`src/rtl/bcd_countdown.sv`:
```
// +----------------------------------------------------------------------------+
// | bcd_countdown : N-digit packed-BCD countdown timer, load/start/pause/done  |
// | Rev 1.0                                                                    |
// +----------------------------------------------------------------------------+
`default_nettype none

module bcd_countdown #(
  parameter int DIGITS = 3,
  parameter int WRAP   = 0
) (
  input  logic                  clk,
  input  logic                  rst,
  input  logic                  load,
  input  logic [4*DIGITS-1:0]   load_value,
  input  logic                  start,
  input  logic                  pause,
  input  logic                  tick,
  output logic [4*DIGITS-1:0]   count_out,
  output logic                  running,
  output logic                  zero,
  output logic                  done,
  output logic                  invalid
);

  localparam bit c_WRAP = (WRAP != 0);

  typedef enum logic [1:0] {
    S_IDLE   = 2'd0,
    S_RUN    = 2'd1,
    S_PAUSED = 2'd2,
    S_DONE   = 2'd3
  } state_t;

  state_t                r_state;
  logic [4*DIGITS-1:0]   r_count;
  logic [4*DIGITS-1:0]   r_reload;
  logic                  r_done;
  logic                  r_invalid;

  logic [4*DIGITS-1:0]   w_load_clean;
  logic [DIGITS-1:0]     w_nib_bad;
  logic [4*DIGITS-1:0]   w_dec;
  logic [DIGITS-1:0]     w_borrow;
  logic                  w_count_zero;
  logic                  w_dec_zero;

  assign w_borrow[0] = 1'b1;

  // Per-digit clamp of the load value and ripple-borrow BCD decrement.
  for (genvar g = 0; g < DIGITS; g++) begin : g_digit
    logic [3:0] w_dig_in;
    logic [3:0] w_dig_cur;

    assign w_dig_in  = load_value[4*g +: 4];
    assign w_dig_cur = r_count[4*g +: 4];

    assign w_nib_bad[g]            = (w_dig_in > 4'd9);
    assign w_load_clean[4*g +: 4]  = w_nib_bad[g] ? 4'd9 : w_dig_in;

    assign w_dec[4*g +: 4] = !w_borrow[g]        ? w_dig_cur :
                             (w_dig_cur == 4'd0) ? 4'd9      :
                                                   w_dig_cur - 4'd1;

    if (g < DIGITS - 1) begin : g_chain
      assign w_borrow[g+1] = w_borrow[g] && (w_dig_cur == 4'd0);
    end
  end

  assign w_count_zero = (r_count == '0);
  assign w_dec_zero   = (w_dec == '0);

  always_ff @(posedge clk or posedge rst) begin
    if (rst) begin
      r_state   <= S_IDLE;
      r_count   <= '0;
      r_reload  <= '0;
      r_done    <= 1'b0;
      r_invalid <= 1'b0;
    end else begin
      r_done <= 1'b0;
      if (load) begin
        r_count  <= w_load_clean;
        r_reload <= w_load_clean;
        r_state  <= S_IDLE;
        if (|w_nib_bad) begin
          r_invalid <= 1'b1;
        end
      end else if (start && (r_state == S_IDLE || r_state == S_PAUSED)) begin
        r_state <= S_RUN;
      end else if (start && (r_state == S_DONE) && c_WRAP) begin
        r_count <= r_reload;
        r_state <= S_RUN;
      end else if (r_state == S_RUN) begin
        if (pause) begin
          r_state <= S_PAUSED;
        end else if (w_count_zero) begin
          // Zero while running: non-wrapping counter finishes without a tick.
          if (!c_WRAP) begin
            r_state <= S_DONE;
            r_done  <= 1'b1;
          end else if (tick) begin
            r_count <= r_reload;
            r_done  <= (r_reload == '0);
          end
        end else if (tick) begin
          r_count <= w_dec;
          if (w_dec_zero) begin
            r_done <= 1'b1;
            if (!c_WRAP) begin
              r_state <= S_DONE;
            end
          end
        end
      end
    end
  end

  assign count_out = r_count;
  assign running   = (r_state == S_RUN);
  assign zero      = w_count_zero;
  assign done      = r_done;
  assign invalid   = r_invalid;

endmodule

`default_nettype wire

```
`config.mk`:
```
export PLATFORM = sky130hd
export DESIGN_NAME = bcd_countdown
export DESIGN_NICKNAME = d
export VERILOG_FILES = /design/src/rtl/bcd_countdown.sv
export SDC_FILE = /design/constraint.sdc
export NUM_CORES = 1
export LEC_CHECK = 0
export CAP_MARGIN = 20
export CORE_ASPECT_RATIO = 1.2
export CORE_UTILIZATION = 50
export CTS_CLUSTER_SIZE = 10
export DETAILED_ROUTE_END_ITERATION = 7
export DONT_BUFFER_PORTS = 1
export GPL_TIMING_DRIVEN = 0
export HOLD_SLACK_MARGIN = 0.08
export PLACE_DENSITY = 0.68
export SKIP_CTS_REPAIR_TIMING = 1
export SLEW_MARGIN = 0
export SYNTH_ARGS = -nofsm -noshare
export SYNTH_HDL_FRONTEND = slang
export SYNTH_SLANG_ARGS = --single-unit
```
`constraint.sdc`:
```
create_clock -name clk -period 2.7 [get_ports clk]
set_input_delay 0.54 -clock clk [delete_from_list [all_inputs] [get_ports clk]]
set_output_delay 0.54 -clock clk [all_outputs]
set_load 0.05 [all_outputs]
```
Word level (Yosys, flattened, before mapping)
Index checks and enable logic that the tools add are counted.
Operators by class
  add/subtract/negate cells: 3
  order comparisons: 3
  eq/ne operators: 5
  multiplexer cells: 28
  reductions and logical operators: 18
Operator list (number)
  $mux 12: 6
  $mux 4: 8
  $logic_not 12->1: 2
  $mux 2: 7
  $gt 4x4->1 const B: 3
  $logic_not 4->1: 3
  $sub 4x1->4 const B: 3
  $reduce_bool 5->1: 2
  $mux 1: 7
  $ne 2x2->1 const B: 3
  $reduce_and 5->1: 1
  $reduce_bool 2->1: 2
  $reduce_and 3->1: 1
  $reduce_bool 3->1: 1
  $reduce_or 3->1: 1
  $eq 2x1->1 const B: 1
  $eq 2x2->1 const B: 1
  $logic_and 1x1->1: 2
  $logic_not 2->1: 1
  $reduce_and 2->1: 1
  $logic_or 1x1->1: 1
Word-level totals
  register bits after elaboration: 16
  output and inout bits: 16

Logic depth before layout (Yosys ltp)
  word-level depth: 11
  mapped depth: 6
  mapped depth without buffers: 4

Worst setup path after synthesis
No wires, ideal clock.
  path type: reg2out
  start: register r_count[2] (netlist: count_out[2])
  end: output port zero
  arrival: 1.887 ns
  data required time: 2.160 ns
  slack: 0.273 ns
  stages on the path, launching flop included: 4
  buffers on the path: 1
  path through: dfrtp_1 -> nor4_1 -> and4_1 -> clkbuf_1
On the way
  word-level cells in the longest chain between the ends: 1
RTL lines
  start, declared: line 35  | logic [4*DIGITS-1:0] r_count;
  start signal, assigned: line 82  | r_count <= w_load_clean;
  start signal, assigned: line 91  | r_count <= r_reload;
  start signal, assigned: line 102  | r_count <= r_reload;
  $logic_not 12->1: line 69  | assign w_count_zero = (r_count == '0);
  end, declared: line 20  | output logic zero,
No other way between the ends.

Final worst setup path
  start: register r_count[0] (netlist: count_out[0])
  end: output port zero
The elaborated chain is that of the path after synthesis.

==> results.md <==
* Number of synthesized flops with an enable pin at 0
* Most common cell after layout, fill and taps aside: dfrtp_1
* Placed cell area at 992 sq um
* Clk_skew at 0.00142 ns
* Yosys reg bits at 16
* Unique masters post-synth at 42
* PortBufs at 0
* Final instance area at 1020 sq um
* DIE WIDTH at 42.2 microns
* Total wire length at 2170 microns
* Max Slew Vio Count at 0
* Top_reg_cell synth: dfrtp_1
* DRC errors left at 0
* Hold WS at 0.209 ns
* Peak supply drop at 0.000337 V
* Total clock sinks at 16
* Synth Area per Inst at 8.80 sq um
* # nets final at 133
* Seq pwr share at 62.1%
* Setup violators final at 0
* DIE AREA at 2120 sq um
* Final Cycle Share at 95.5%
* Worst-path clk slew at 0.09 ns
* Initial DRC Count at 25
* Area grow syn2layout at 5.56%
* Status: completed
* Setup CP Type: flop to output port
* PwrDens at 538 nW/um^2
* Syn nets at 128
* Met3 usage at 3.60%
* Initial antenna violation count at 0
* CTS Buffer Depth at 2
* Switching Fraction at 37.7%
* H-tree lvl count at 1
* Height of the die at 50.2 microns
* CTS tree: built
* Core Util, Final at 55.9%
* GRT met1 Usage at 30.7%
* Clock power share at 22.4%
* Number of global-route vias before repair at 819
* Starting density of the core at 52.9%
* Async set or reset register ratio after synthesis at 100%
* I/O Pins at 34
* Cell Int Power at 342 uW
* Most Used Layer, Global Route: met2
* Final hold vios at 0
* Hpwl dp at 1610 microns
* Core ar. at 1830 sq um
* RSZ-0062 raised after global routing: false
* WL/cell at 16.5 microns
* GRT Util Overall at 22.7%
* Most frequent cells in the layout: dfrtp_1, nand2_1, nor2_1
* Sw Pwr at 207 uW
* CTS buffer count at 3
* Largest net degree at the start of global routing at 17
* Met2 usage at 36.2%
* Layout cells sized above 1 at 9.73%
* GPL Wtd Cong at 0.805
* Fmax at 388 MHz
* Slew headroom at 33.8%
* WP data arrival at 2.04 ns
* CP Launch Point: count_out[0]
* Hold crit path type: primary input to async pin
* First-pass GRT wire length at 3710 microns
* Antenna Cells at 0
* CP Launch Type: flop
* Synth Instances at 110
* First-pass detailed-route iteration total at 4
* Leakage Power at 0.000384 uW
* Vias per cell at 6.23
* Mapped cell area at 968 sq um
* Synth warnings at 0
* Gr ovfl total at 0
* Crit path max fanout at 9
* Reg-to-Reg Start: count_out[0]
* Final min period at 2.58 ns
* Fillers at 173
* Detail Route Antenna Nets at 0
* Sequential area share after synthesis at 41.3%
* Worst-margin pin slew at 0.989 ns
* Total Negative Setup Slacks at 0 ns
* Max cap viols at 0
* Site Rows at 17
* Clk root buf: clkbuf_4
* Required @ worst endpoint at 2.16 ns
* CP Capture Type: output port
* Clk_lat worst skew at 0.28 ns
* Logic gate share of total power at 15.4%
* DR vias at 823
metal layers:
metal	wire, microns	vias to the layer above	part of all wire (%)
li1	-	417	-
met1	1040	379	48
met2	1020	23	47
met3	95	4	4.4
met4	21	0	0.97
met5	0	-	0
cell usage after synthesis (all sizes together), types with 2 or more instances:
master	count	area share [%]
nor2	11	4.3
o21ai	8	4.1
o211ai	3	2.3
clkbuf	4	1.5
dfrtp	16	41
nor4	5	4.8
a21oi	2	1.0
o311ai	2	1.8
a31oi	2	1.3
or2	2	1.3
inv	4	1.5
nand2	12	4.7
or4b	2	2.5
nand3	5	2.6
or3	2	1.3
nor2b	2	1.3
nor3	4	2.1
buf	2	1.9
nand2b	2	1.3
cell type report:
type	instances	area, sq um	share of cell area (%)
plain buffers	6	35.0	3.43
clock buffers	3	22.5	2.20
inverters	5	18.8	1.84
multi-input cells	83	522	51.0
flip-flops and latches	16	400	39.2
well taps	19	23.8	2.33
sequential cells by signal (all words and copies together), names as in the netlist:
signal,cells
done,1
invalid,1
count_out,12
r_state,2
final timing paths:
kind / endpoint / slack, ns / cells past startpoint
worst max-delay path: zero / 0.12 / 4
worst min-delay path: count_out[11] / 0.21 / 1
worst max register to register: count_out[4] / 0.45 / 6
worst min register to register: r_state[0] / 0.59 / 2
max in group asynchronous: count_out[4] / 2.10 / 1
min in group clk: r_state[0] / 0.34 / 1
logic make-up after synthesis:
group,Yosys count,synth area share (%)
buf+inv,11,5.43
flops,16,41.3
simple gates,55,32.8
mux,1,1.03
compound gates,27,19.4
power groups by stage:
stage / Combinational (uW) / Sequential, uW / Clock, uW
after floorplan: 71.0 / 339 / 0
after global placement: 82.8 / 345 / 0
after detailed placement: 84.5 / 346 / 0
after CTS: 84.6 / 341 / 128
after global routing: 96.1 / 346 / 138
final: 84.9 / 341 / 123
worst max-delay path: stages (launching register included):
cell and delay [ns]:
dfrtp_1 0.58, buf_6 0.24, nor4_1 0.36, and4_1 0.23, buf_2 0.35
through the flow:
step	power (uW)	cells	setup slack (ns)
after floorplan	410	110	0.273
after global placement	428	129	0.0160
after detailed placement	430	129	-0.0164
after CTS	553	132	-0.326
after global routing	580	132	0.0144
final	550	132	0.122
No activity file was read; power rests on OpenSTA's default activity.
